==> src/rtl/reg_bank.sv <==
// Eight-entry register bank R0..R7; R7 is the PC with its own increment path.
// Optional multi-hot select checking: define REG_BANK_ONEHOT_CHK_EN.
module reg_bank #(
    parameter int          DW       = 16,
    parameter int unsigned PC_RESET = 0
) (
    input  logic          Clock,
    input  logic          Reset,
    input  logic [0:7]    Rin,
    input  logic [DW-1:0] Din,
    input  logic          pc_incr,
    input  logic [0:7]    Rsel,
    output logic [DW-1:0] Dout,
    output logic [DW-1:0] PC,
    output logic          sel_err
);

    localparam logic [DW-1:0] PC_RST = DW'(PC_RESET);

    logic [DW-1:0] r_q [0:7];
    logic [DW-1:0] r_d [0:7];
    logic          rin_multi;
    logic          rsel_multi;
    logic          wr_ok;
    logic [DW-1:0] rd_or;

    // Multi-hot detection: clearing the lowest set bit leaves something.
    always_comb begin
        rin_multi  = ((Rin & (Rin - 8'd1)) != 8'd0);
        rsel_multi = ((Rsel & (Rsel - 8'd1)) != 8'd0);
    end

`ifdef REG_BANK_ONEHOT_CHK_EN
    logic sel_err_q;
    logic sel_err_d;

    assign wr_ok = ~rin_multi;

    // Sticky error: any multi-hot write or read select seen at an edge.
    always_comb begin
        sel_err_d = sel_err_q | rin_multi | rsel_multi;
    end

    // Error flag register, cleared only by reset.
    always_ff @(posedge Clock or posedge Reset) begin
        if (Reset) begin
            sel_err_q <= 1'b0;
        end else begin
            sel_err_q <= sel_err_d;
        end
    end

    assign sel_err = sel_err_q;
`else
    assign wr_ok   = 1'b1;
    assign sel_err = 1'b0;
`endif

    // Next state: bus writes, then the PC increment unless R7 is written.
    always_comb begin
        for (int i = 0; i < 8; i++) begin
            r_d[i] = r_q[i];
            if (wr_ok && Rin[i]) begin
                r_d[i] = Din;
            end
        end
        if (pc_incr && !Rin[7]) begin
            r_d[7] = r_q[7] + DW'(1);
        end
    end

    // Register file state; R7 resets to the PC start address.
    always_ff @(posedge Clock or posedge Reset) begin
        if (Reset) begin
            for (int i = 0; i < 7; i++) begin
                r_q[i] <= '0;
            end
            r_q[7] <= PC_RST;
        end else begin
            for (int i = 0; i < 8; i++) begin
                r_q[i] <= r_d[i];
            end
        end
    end

    // Read path: OR of all selected registers, no write bypass.
    always_comb begin
        rd_or = '0;
        for (int i = 0; i < 8; i++) begin
            if (Rsel[i]) begin
                rd_or = rd_or | r_q[i];
            end
        end
`ifdef REG_BANK_ONEHOT_CHK_EN
        Dout = rsel_multi ? '0 : rd_or;
`else
        Dout = rd_or;
`endif
    end

    assign PC = r_q[7];

endmodule

==> config.mk <==
export PLATFORM = sky130hd
export DESIGN_NAME = reg_bank
export DESIGN_NICKNAME = d
export VERILOG_FILES = /design/src/rtl/reg_bank.sv
export SDC_FILE = /design/constraint.sdc
export NUM_CORES = 1
export LEC_CHECK = 0
export ABC_AREA = 1
export BUFFER_PORTS_ARGS = -buffer_cell sky130_fd_sc_hd__buf_2
export CORE_AREA = 2 2 105 107
export CTS_CLUSTER_SIZE = 14
export DETAILED_ROUTE_END_ITERATION = 8
export DIE_AREA = 0 0 107 109
export HOLD_SLACK_MARGIN = 0.05
export PLACE_DENSITY = 0.84
export SYNTH_ARGS = -nofsm -noshare
export SYNTH_HDL_FRONTEND = slang
export SYNTH_SLANG_ARGS = --single-unit
==> constraint.sdc <==
create_clock -name Clock -period 6.6 [get_ports Clock]
set_clock_uncertainty 0.2 [all_clocks]
set_input_delay 0.99 -clock Clock [delete_from_list [all_inputs] [get_ports Clock]]
set_output_delay 0.99 -clock Clock [all_outputs]
set_load 0.005 [all_outputs]
==> flow_summary.yaml <==
global_routing:
  grt_pass1_wl_mm: 27.9
  grt_pass1_vias: 5396
  grt_max_degree: 67
  global_route_congestion_overflow_total: 0
  grtUsageTotal_pct: 32.0
  grt_antenna_before_repair: 0
clocking:
  tritoncts.num_buffers: 17
  ctsLongestPathBuffers: 2
  post_cts_hold_buffer_count: 0
  worst_skew_pair.late_latency_ns: 0.53
  cts_htree_levels: 4
  path_clk_slew_ns: 0.06
  clock_tree.root_cell: "sky130_fd_sc_hd__clkbuf_8"
  postCtsSetupBuffers: 0
  sinks_on_clock_net: 128
  cts_resized: 0
  tritoncts_clock_tree: "done"
pwr:
  p_switching_mw: 0.560
  cell_internal_pwr_mw: 1.50
  ir_drop_mv: 0.255
  power_frac_comb_pct: 13.8
  power.leakage_nw: 3.38
  sequentialPowerShare_pct: 43.9
  power.share.clock_pct: 42.3
  power-per-cell-area_nw_per_um2: 298
  switching_share_pct: 27.2
run:
  maxCapViolCount: 0
worst_setup_path:
  timing.rr.start: "PC[1]"
  timing.critical_path.from_type: "input port"
  crit_required_ns: 5.41
  crit_path_max_fanout: 16
  critical-path-max-stage-delay_ns: 0.49
  setup.worst_path.class: "in -> out"
  r2r_cells: 8
  ff2ff_setup_slack_ns: 4.87
  critical_path.endpoint: "Dout[5]"
  cp_slowest_cell: "sky130_fd_sc_hd__inv_1"
  r2r_end: "PC[12]"
  arrival_ns: 2.26
  crit_start: "Rsel[5]"
  crit_family: "buffers and inverters"
  crit_path_end_kind: "output pin"
  cells_along_the_critical_path: "buf_2, inv_1, o22ai_1, a21oi_1, nand4_1, buf_2"
  timing.critical_path.depth: 6
  timing.critical_path.mode_cell: "sky130_fd_sc_hd__buf_2"
  worstPathBufferInverterCount: 3
floorplanning:
  num_rows: 38
  fp.dieArea_um2: 11700
  ios: 68
  start_util_pct: 58.0
  die_x_um: 107
  die_height_um: 109
  core_um2: 10600
cells_and_area:
  post_route_cells_drive_above_1_share_pct: 16.0
  finalInstanceArea_um2: 6910
  layout-area-overhead-vs-synth_pct: 12.3
  final_util_pct: 65.1
  final_net_count: 801
  antenna_cells: 0
synthesis:
  yosysUniqueCellTypes: 28
  most_frequent_cells_after_synthesis: "sky130_fd_sc_hd__nand2_1 (160), sky130_fd_sc_hd__dfrtp_1 (128), sky130_fd_sc_hd__inv_1 (110)"
  synth_edf_count: 0
  ys_ff_latch: 128
  post_synthesis_sequential_area_ratio_pct: 52.1
  synth.avg_cell_area_um2: 8.39
  ys_top_cells_by_area: "sky130_fd_sc_hd__dfrtp_1 (52%), sky130_fd_sc_hd__nand2_1 (9.8%), sky130_fd_sc_hd__o21ai_0 (8.0%)"
  synth_most_common_cell: "sky130_fd_sc_hd__nand2_1"
  synth_top_flop_cell: "sky130_fd_sc_hd__dfrtp_1"
  synth.cell_area_um2: 6150
  synthCells: 733
  mappedNetlistNets: 769
  asyncSetResetFlopFracSynth_pct: 100
  cell_type_with_the_largest_total_area_after_synthesis: "sky130_fd_sc_hd__dfrtp_1"
  netlist.area_leader.share_pct: 52.1
  synthesis.yosys.warnings: 0
timing:
  post-route-worst-setup-slack_ns: 3.15
  worst_pin_slew_ns: 1.02
  finalHoldViolations: 0
  setup_tns_ns: 0
  post-route-min-period_ns: 3.45
  period_share_pct: 52.2
  rsz_0062_raised_after_global_routing: "false"
  highest_clock_rate_ghz: 0.290
  report.final.slew_viol_count: 0
  max_slew_margin_pct: 31.6
  report.final.setup_viol: 0
outcome:
  result_of_the_run: "finished clean"
placed_design:
  hpwl_mm: 11.5
  pre_cts_slack_ns: 3.21
  placement.cell_area_um2: 6350
  place.port_buffers: 66
  gp_routability_congestion: 0.879
drt:
  avgRoutedWirePerCell_um: 19.1
  routed_wirelength_mm: 17.6
  routed_via_density: 5.99
  dr_total_vias: 5492
  detail-route-antenna-nets: 0
  initial_drt_pass_iterations: 6
  drt_drc_violations_left: 0
  initialDrtViolationCount: 690
worst_hold_path:
  hp-class: "reg -> reg"
[how the worst min path moves through the flow]
stage | start | to | slack [ns] | cells after the start
final | r_q[125] | r_q[125] | 0.31 | 1
after global routing | r_q[126] | r_q[126] | 0.31 | 1
after CTS | r_q[126] | r_q[126] | 0.31 | 1
after detailed placement | r_q[126] | r_q[126] | 0.30 | 1
after global placement | r_q[95] | r_q[95] | 0.29 | 1
after floorplan | r_q[66] | r_q[66] | 0.28 | 1
[registers in the layout, summed over array words and instances (netlist names)]
signal	cells
r_q	112
PC	16
[area by class of cell]
type / instances / area (um^2)
Sequential cell: 128 / 3200
Clock buffer: 26 / 498
Tap cell: 140 / 175
Fill cell: 809 / 3700
Clock inverter: 5 / 52.6
Multi-Input combinational cell: 440 / 2220
Inverter: 111 / 419
Timing Repair Buffer: 67 / 338
[power by group through the flow]
stage | Clock (mW) | Combinational (mW) | Sequential (mW)
floorplan | 0 | 0.196 | 0.899
global placement | 0 | 0.261 | 0.909
detailed placement | 0 | 0.274 | 0.913
CTS | 0.868 | 0.279 | 0.901
global route | 0.903 | 0.316 | 0.909
finish | 0.871 | 0.285 | 0.903
[stage by stage]
stage	total power, mW	hold WS (ns)	std cells
final	2.06	0.309	917
after global routing	2.13	0.314	917
after CTS	2.05	0.309	917
after detailed placement	1.19	0.297	886
after global placement	1.17	0.290	886
after floorplan	1.10	0.280	733
[routing by layer]
metal	share of wire [%]	global-route usage [%]	routed length, um
met5	0	2.68	0
met4	3.5	13.8	616
met3	12	9.86	2130
met2	47	50.2	8300
met1	37	41.2	6520
[layout by cell type, fill, tap and decap left out]
cell type / count
sky130_fd_sc_hd__o21ai_0: 98
sky130_fd_sc_hd__nor2_4: 1
sky130_fd_sc_hd__nand3_1: 19
sky130_fd_sc_hd__buf_4: 1
sky130_fd_sc_hd__nand4_1: 6
sky130_fd_sc_hd__inv_1: 109
sky130_fd_sc_hd__clkbuf_1: 4
sky130_fd_sc_hd__nand3_2: 1
sky130_fd_sc_hd__nand2_2: 2
sky130_fd_sc_hd__ha_1: 1
sky130_fd_sc_hd__conb_1: 1
sky130_fd_sc_hd__dfrtp_1: 128
sky130_fd_sc_hd__xor2_1: 5
sky130_fd_sc_hd__o22ai_1: 36
sky130_fd_sc_hd__a22oi_1: 9
sky130_fd_sc_hd__bufinv_16: 1
sky130_fd_sc_hd__clkbuf_16: 16
sky130_fd_sc_hd__clkinv_2: 3
sky130_fd_sc_hd__clkinv_1: 1
sky130_fd_sc_hd__mux2_2: 21
sky130_fd_sc_hd__inv_4: 1
sky130_fd_sc_hd__clkinvlp_4: 1
sky130_fd_sc_hd__buf_2: 66
sky130_fd_sc_hd__nor2_2: 4
sky130_fd_sc_hd__clkbuf_8: 6
sky130_fd_sc_hd__o221ai_1: 2
sky130_fd_sc_hd__o21ai_1: 1
sky130_fd_sc_hd__a21oi_1: 26
sky130_fd_sc_hd__nand2_1: 160
sky130_fd_sc_hd__o211ai_1: 5
sky130_fd_sc_hd__nor2_1: 42
[logic make-up after synthesis]
group / share of synthesized area [%]
AO/OA/AOI/OAI: 15.8
XOR/XNOR: 0.712
adder cells (fa/ha/maj): 0.203
buffers and inverters: 11.8
flip-flops: 52.1
multiplexers: 3.84
other: 0.0610
AND/OR/NAND/NOR: 15.4
No activity file was read; power rests on OpenSTA's default activity.
